**src/rtl/kuznechik_round_ctrl.sv**
```systemverilog
// Round sequencer for a kuznechik_encrypt core: holds the round-key table, feeds keys on request,
// buffers one ciphertext with a valid/ready handshake and flags protocol errors or core hangs.
module kuznechik_round_ctrl #(
    parameter int NUM_KEYS = 10,
    parameter int DATA_W   = 128,
    parameter int TIMEOUT  = 255,
    parameter int CNT_W    = 16
) (
    input  logic              clk_i,
    input  logic              rst_i,

    input  logic              key_wr_en_i,
    input  logic [3:0]        key_wr_addr_i,
    input  logic [DATA_W-1:0] key_wr_data_i,
    output logic              key_wr_err_o,
    output logic              keys_loaded_o,

    input  logic              s_valid_i,
    output logic              s_ready_o,
    input  logic [DATA_W-1:0] s_data_i,

    output logic              m_valid_o,
    input  logic              m_ready_i,
    output logic [DATA_W-1:0] m_data_o,

    output logic              core_en_o,
    output logic [DATA_W-1:0] core_in_data_o,
    output logic [DATA_W-1:0] core_round_key_o,
    output logic              core_key_valid_o,
    input  logic              core_key_next_i,
    input  logic [DATA_W-1:0] core_out_data_i,
    input  logic              core_ready_i,

    output logic              busy_o,
    output logic              err_seq_o,
    output logic [CNT_W-1:0]  blk_count_o
);

    localparam int IDX_W = $clog2(NUM_KEYS + 1);
    localparam int WD_W  = $clog2(TIMEOUT + 1);

    localparam logic [IDX_W-1:0] IDX_DONE   = IDX_W'(NUM_KEYS);
    localparam logic [WD_W-1:0]  WD_LAST    = WD_W'(TIMEOUT - 1);
    localparam logic [3:0]       ADDR_LIMIT = 4'(NUM_KEYS);

    typedef enum logic [1:0] {
        IDLE = 2'd0,
        RUN  = 2'd1,
        OUT  = 2'd2
    } state_e;

    state_e              state_q;
    logic [NUM_KEYS-1:0] loadedMask_q;
    logic [DATA_W-1:0]   keyMem_q [NUM_KEYS];
    logic [IDX_W-1:0]    keyIdx_q;
    logic [WD_W-1:0]     wdog_q;
    logic                coreEn_q;
    logic [DATA_W-1:0]   coreInData_q;
    logic [DATA_W-1:0]   roundKey_q;
    logic                keyValid_q;
    logic [DATA_W-1:0]   mData_q;
    logic                mValid_q;
    logic [CNT_W-1:0]    blkCount_q;
    logic                errSeq_q;
    logic                keyWrErr_q;

    logic                isIdle;
    logic                keysLoaded;
    logic                keyWrOk;
    logic                sFire;
    logic [NUM_KEYS-1:0] wrSel;

    assign isIdle     = (state_q == IDLE);
    assign keysLoaded = &loadedMask_q;
    assign keyWrOk    = key_wr_en_i && isIdle && (key_wr_addr_i < ADDR_LIMIT);
    assign sFire      = s_valid_i && isIdle && keysLoaded;
    assign wrSel      = NUM_KEYS'(1) << key_wr_addr_i;

    // Key storage carries no reset; the loaded mask alone decides whether its contents are usable.
    always_ff @(posedge clk_i) begin
        if (keyWrOk) begin
            keyMem_q[key_wr_addr_i] <= key_wr_data_i;
        end
    end

    always_ff @(posedge clk_i) begin
        if (rst_i) begin
            state_q      <= IDLE;
            loadedMask_q <= '0;
            keyIdx_q     <= '0;
            wdog_q       <= '0;
            coreEn_q     <= 1'b0;
            coreInData_q <= '0;
            roundKey_q   <= '0;
            keyValid_q   <= 1'b0;
            mData_q      <= '0;
            mValid_q     <= 1'b0;
            blkCount_q   <= '0;
            errSeq_q     <= 1'b0;
            keyWrErr_q   <= 1'b0;
        end else begin
            keyValid_q <= 1'b0;
            errSeq_q   <= 1'b0;
            keyWrErr_q <= key_wr_en_i && !keyWrOk;

            if (keyWrOk) begin
                loadedMask_q <= loadedMask_q | wrSel;
            end

            case (state_q)
                IDLE: begin
                    if (sFire) begin
                        coreInData_q <= s_data_i;
                        coreEn_q     <= 1'b1;
                        keyIdx_q     <= '0;
                        wdog_q       <= '0;
                        state_q      <= RUN;
                    end
                end

                // A result wins over a simultaneous key request, which is then dropped.
                RUN: begin
                    if (core_ready_i) begin
                        coreEn_q <= 1'b0;
                        wdog_q   <= '0;
                        if (keyIdx_q == IDX_DONE) begin
                            mData_q    <= core_out_data_i;
                            mValid_q   <= 1'b1;
                            blkCount_q <= blkCount_q + CNT_W'(1);
                            state_q    <= OUT;
                        end else begin
                            errSeq_q <= 1'b1;
                            state_q  <= IDLE;
                        end
                    end else if (core_key_next_i) begin
                        wdog_q <= '0;
                        if (keyIdx_q < IDX_DONE) begin
                            roundKey_q <= keyMem_q[keyIdx_q];
                            keyValid_q <= 1'b1;
                            keyIdx_q   <= keyIdx_q + IDX_W'(1);
                        end else begin
                            errSeq_q <= 1'b1;
                        end
                    end else if (wdog_q == WD_LAST) begin
                        errSeq_q <= 1'b1;
                        coreEn_q <= 1'b0;
                        wdog_q   <= '0;
                        state_q  <= IDLE;
                    end else begin
                        wdog_q <= wdog_q + WD_W'(1);
                    end
                end

                OUT: begin
                    if (m_ready_i) begin
                        mValid_q <= 1'b0;
                        state_q  <= IDLE;
                    end
                end

                default: begin
                    coreEn_q <= 1'b0;
                    state_q  <= IDLE;
                end
            endcase
        end
    end

    assign key_wr_err_o     = keyWrErr_q;
    assign keys_loaded_o    = keysLoaded;
    assign s_ready_o        = isIdle && keysLoaded;
    assign m_valid_o        = mValid_q;
    assign m_data_o         = mData_q;
    assign core_en_o        = coreEn_q;
    assign core_in_data_o   = coreInData_q;
    assign core_round_key_o = roundKey_q;
    assign core_key_valid_o = keyValid_q;
    assign busy_o           = !isIdle;
    assign err_seq_o        = errSeq_q;
    assign blk_count_o      = blkCount_q;

endmodule
```
**config.mk**
```make
export PLATFORM = sky130hd
export DESIGN_NAME = kuznechik_round_ctrl
export DESIGN_NICKNAME = d
export VERILOG_FILES = /design/src/rtl/kuznechik_round_ctrl.sv
export SDC_FILE = /design/constraint.sdc
export NUM_CORES = 2
export LEC_CHECK = 0
export BUFFER_PORTS_ARGS = -buffer_cell sky130_fd_sc_hd__clkbuf_2
export CAP_MARGIN = 10
export CELL_PAD_IN_SITES_DETAIL_PLACEMENT = 1
export CELL_PAD_IN_SITES_GLOBAL_PLACEMENT = 1
export CORE_ASPECT_RATIO = 1.2
export CORE_UTILIZATION = 25
export CTS_CLUSTER_SIZE = 20
export DETAILED_ROUTE_END_ITERATION = 10
export GPL_ROUTABILITY_DRIVEN = 0
export GPL_TIMING_DRIVEN = 0
export PLACE_DENSITY = 0.43
export SETUP_SLACK_MARGIN = 0.02
export SYNTH_ARGS = -nofsm -noshare
export SYNTH_HDL_FRONTEND = slang
export SYNTH_SLANG_ARGS = --single-unit
```
**constraint.sdc**
```tcl
create_clock -name clk_i -period 19.85 [get_ports clk_i]
set_input_delay 0.9925 -clock clk_i [delete_from_list [all_inputs] [get_ports clk_i]]
set_output_delay 0.9925 -clock clk_i [all_outputs]
set_load 0.01 [all_outputs]
```
==> impl_metrics.xml <==
<?xml version="1.0" encoding="UTF-8"?>
<metrics>
  <group name="critical_path">
    <metric name="cp_max_fo" unit="">10</metric>
    <metric name="reg2reg_from" unit="">keyIdx_q[0]$_SDFFE_PP0P_</metric>
    <metric name="setup.worst_path.start" unit="">keyIdx_q[0]$_SDFFE_PP0P_</metric>
    <metric name="crit_type" unit="">flip-flop to flip-flop</metric>
    <metric name="worst_ep_arrival_time" unit="ps">5330</metric>
    <metric name="critPathLaunchType" unit="">flip-flop</metric>
    <metric name="crit_path_end_kind" unit="">flip-flop</metric>
    <metric name="worst-endpoint-required" unit="ps">20620</metric>
  </group>
  <group name="drt">
    <metric name="detailedRoute.firstPassIterationCount" unit="">4</metric>
    <metric name="drt-vias-per-instance" unit="">4.60</metric>
    <metric name="dr.first_iter.drc_count" unit="">2102</metric>
    <metric name="route.detailed.drc" unit="">0</metric>
    <metric name="final_antenna_net_count" unit="">0</metric>
    <metric name="routed_wirelength" unit="mm">242</metric>
    <metric name="dr_total_vias" unit="">37800</metric>
    <metric name="routedWlPerCell" unit="um">29.5</metric>
  </group>
  <group name="clock_tree">
    <metric name="cts_max_path_buffers" unit="">4</metric>
    <metric name="cts_num_sinks" unit="">1709</metric>
    <metric name="cts_hold_buffers" unit="">0</metric>
    <metric name="cts_resized" unit="">0</metric>
    <metric name="clock-root-buffer" unit="">sky130_fd_sc_hd__clkbuf_16</metric>
    <metric name="post_cts_clock_slew_at_the_launch_and_capture_registers_of_the_worst_setup_and_hold_paths" unit="ps">60</metric>
    <metric name="insertion_delay" unit="ps">860</metric>
    <metric name="number_of_clock_buffers_inserted_by_tritoncts" unit="">199</metric>
    <metric name="cts_tree" unit="">yes</metric>
    <metric name="htreeDepth" unit="">4</metric>
    <metric name="post-cts-setup-buffer-count" unit="">0</metric>
  </group>
  <group name="synth">
    <metric name="synth_flop_cell" unit="">sky130_fd_sc_hd__edfxtp_1</metric>
    <metric name="yosys_register_bits" unit="">1709</metric>
    <metric name="synth_cell_types" unit="">54</metric>
    <metric name="synth_cells" unit="">3683</metric>
    <metric name="synth.cell_area" unit="um2">62400</metric>
    <metric name="async_reset_ff_share" unit="%">0</metric>
    <metric name="ys_warn_count" unit="">0</metric>
    <metric name="synth-edff-count" unit="">1280</metric>
    <metric name="mappedNetlistNets" unit="">4083</metric>
    <metric name="syn_area_per_cell" unit="um2">16.9</metric>
    <metric name="seq_area_frac_synth" unit="%">75.4</metric>
  </group>
  <group name="power">
    <metric name="power-per-cell-area" unit="nW/um2">97.1</metric>
    <metric name="power.static_leakage" unit="nW">27.0</metric>
    <metric name="vdd_drop_max" unit="uV">68.8</metric>
  </group>
  <group name="floorplan">
    <metric name="coreArea" unit="um2">248000</metric>
    <metric name="die_area" unit="um2">252000</metric>
    <metric name="chipHeight" unit="um">549</metric>
    <metric name="starting_density" unit="%">25.2</metric>
    <metric name="die-width" unit="um">458</metric>
    <metric name="design.portCount" unit="">803</metric>
    <metric name="rows" unit="">200</metric>
  </group>
  <group name="status">
    <metric name="result_of_the_run" unit="">finished clean</metric>
  </group>
  <group name="timing">
    <metric name="finalWorstPathRequiredPeriod" unit="ps">4560</metric>
    <metric name="fin_setup_tns" unit="ps">0</metric>
    <metric name="actual_transition_at_the_worst_max_transition_pin" unit="ps">1090</metric>
    <metric name="fin_hold_ws" unit="ps">355</metric>
    <metric name="timing.final.ws_setup" unit="ps">15290</metric>
    <metric name="fmax" unit="MHz">219</metric>
    <metric name="finalClockSkew" unit="ps">50.5</metric>
    <metric name="drv_slew" unit="">0</metric>
    <metric name="period_share" unit="%">23.0</metric>
    <metric name="grt_setup_unrepaired" unit="">false</metric>
    <metric name="final_hold_vio_count" unit="">0</metric>
    <metric name="max-slew-margin-rel" unit="%">27.4</metric>
    <metric name="setup_violations" unit="">0</metric>
  </group>
  <group name="layout">
    <metric name="final_net_count" unit="">5196</metric>
    <metric name="most-common-layout-cells" unit="">1280 x sky130_fd_sc_hd__edfxtp_1, 804 x sky130_fd_sc_hd__clkbuf_2, 658 x sky130_fd_sc_hd__nand2_1, 429 x sky130_fd_sc_hd__dfxtp_1, 272 x sky130_fd_sc_hd__a21oi_1</metric>
    <metric name="finalCoreUtilization" unit="%">31.8</metric>
    <metric name="layout_cell_share_with_drive_strength_beyond_1" unit="%">34.8</metric>
    <metric name="final_common_cell" unit="">sky130_fd_sc_hd__edfxtp_1</metric>
    <metric name="syn2layout_area_growth" unit="%">26.1</metric>
  </group>
  <group name="hold_path">
    <metric name="min_path_type" unit="">primary input to flip-flop</metric>
    <metric name="min_from" unit="">s_data_i[59]</metric>
  </group>
  <group name="global_routing">
    <metric name="pin_count_of_the_biggest_net_entering_global_routing" unit="">23</metric>
    <metric name="antenna_violations_before_repair" unit="">67</metric>
    <metric name="grt_pass1_wl" unit="mm">331</metric>
    <metric name="global_route.usage.total" unit="%">18.8</metric>
    <metric name="grt_pass1_vias" unit="">40200</metric>
    <metric name="gr-total-overflow" unit="">0</metric>
  </group>
  <group name="placed_design">
    <metric name="pre_cts_ws" unit="ps">14940</metric>
    <metric name="hpwlAfterDp" unit="mm">176</metric>
    <metric name="port_buffers" unit="">801</metric>
  </group>
  <group name="flow_run">
    <metric name="drv_cap" unit="">0</metric>
  </group>
</metrics>
cells in the mapped netlist (all sizes together), types with 4 or more instances:
cell / number / area [um2]
ha: 5 / 62.6
a32oi: 128 / 1120
nand4: 6 / 37.5
dfxtp: 429 / 8590
nand2: 658 / 2470
and4: 6 / 52.6
nor2: 26 / 97.6
mux4: 256 / 5770
inv: 4 / 15.0
o21a: 11 / 82.6
and3: 4 / 25.0
xnor2: 5 / 43.8
nor3: 11 / 55.1
nand3: 21 / 110
or4: 7 / 52.6
edfxtp: 1280 / 38400
o21ai: 9 / 45.0
a22oi: 128 / 961
a21oi: 272 / 1360
clkbuf: 96 / 360
nand2b: 5 / 31.3
and2: 5 / 31.3
mux2: 128 / 1440
buf: 140 / 763
metrics by stage:
step,instances,power [mW],instance area [um2]
after floorplan,3683,3.99,62400
after global placement,7716,4.12,70400
after detailed placement,7827,4.12,72300
after CTS,8189,7.78,78600
after global routing,8198,7.89,78600
final,8211,7.64,78700
metal layers:
layer  part of all wire, %  global-route usage [%]  vias up  routed length, um
met5                  0.13                       0        -                315
met4                   4.3                    7.91       50              10500
met3                   7.0                    5.54      375              16900
met2                    51                    33.9     1023             125000
met1                    37                    20.5    19700              89800
li1                      -                       -    16600                  -
kinds of logic (layout without fill, tap and decap cells):
group                    Yosys count  in the layout  share of synthesized area [%]
AO/OA/AOI/OAI                    566            566                           5.96
XOR/XNOR                           8              8                          0.112
adder cells (fa/ha/maj)            5              5                          0.100
buffers and inverters            241           1515                           1.83
flip-flops                      1709           1709                           75.4
multiplexers                     384            384                           11.6
other                              0             22                              0
AND/OR/NAND/NOR                  770            770                           5.07
power by group:
group          leakage, nW  switching [mW]  internal, mW
registers             15.0         0.00613          3.87
clock network         3.09            1.50          2.11
logic                 8.88           0.112        0.0508
critical path, cell delays in order (launching register included):
cell and delay, ps:
sky130_fd_sc_hd__dfxtp_1 330, sky130_fd_sc_hd__buf_2 460, sky130_fd_sc_hd__buf_2 620, sky130_fd_sc_hd__buf_2 700
sky130_fd_sc_hd__buf_2 470, sky130_fd_sc_hd__inv_1 120, sky130_fd_sc_hd__ha_1 260, sky130_fd_sc_hd__and4b_2 310
sky130_fd_sc_hd__nand2_1 190, sky130_fd_sc_hd__clkbuf_1 680, sky130_fd_sc_hd__nand2_1 120, sky130_fd_sc_hd__a21oi_1 170
path summary, 6_finish.rpt:
check,endpoint,slack [ps],depth (start not counted)
max reg2reg,m_data_o[119]$_SDFFE_PP0P_,15290,11
max,m_data_o[119]$_SDFFE_PP0P_,15290,11
min,core_in_data_o[59]$_SDFFE_PP0P_,350,3
min reg2reg,core_in_data_o[103]$_SDFFE_PP0P_,450,2
flip-flops by register name (all words and copies together), names as in the netlist:
| name | flops |
|---|---|
| core_round_key_o | 128 |
| wdog_q | 8 |
| err_seq_o | 1 |
| blk_count_o | 16 |
| m_valid_o | 1 |
| loadedMask_q | 10 |
| keyIdx_q | 4 |
| core_en_o | 1 |
| key_wr_err_o | 1 |
| state_q | 2 |
| core_in_data_o | 128 |
| m_data_o | 128 |
| keyMem_q | 1280 |
| core_key_valid_o | 1 |
area by class of cell:
cell class                      instances  area, um2
Fill cell                           25800     169000
Buffer                                236       1130
Inverter                                5       18.8
Multi-Input combinational cell       1733      14300
Clock buffer                          316       5880
Antenna cell                           22       55.1
Clock inverter                         46        444
Timing Repair Buffer                  912       5780
Tap cell                             3232       4040
Sequential cell                      1709      47000
Note: power is estimated with default switching activity, not from simulation.
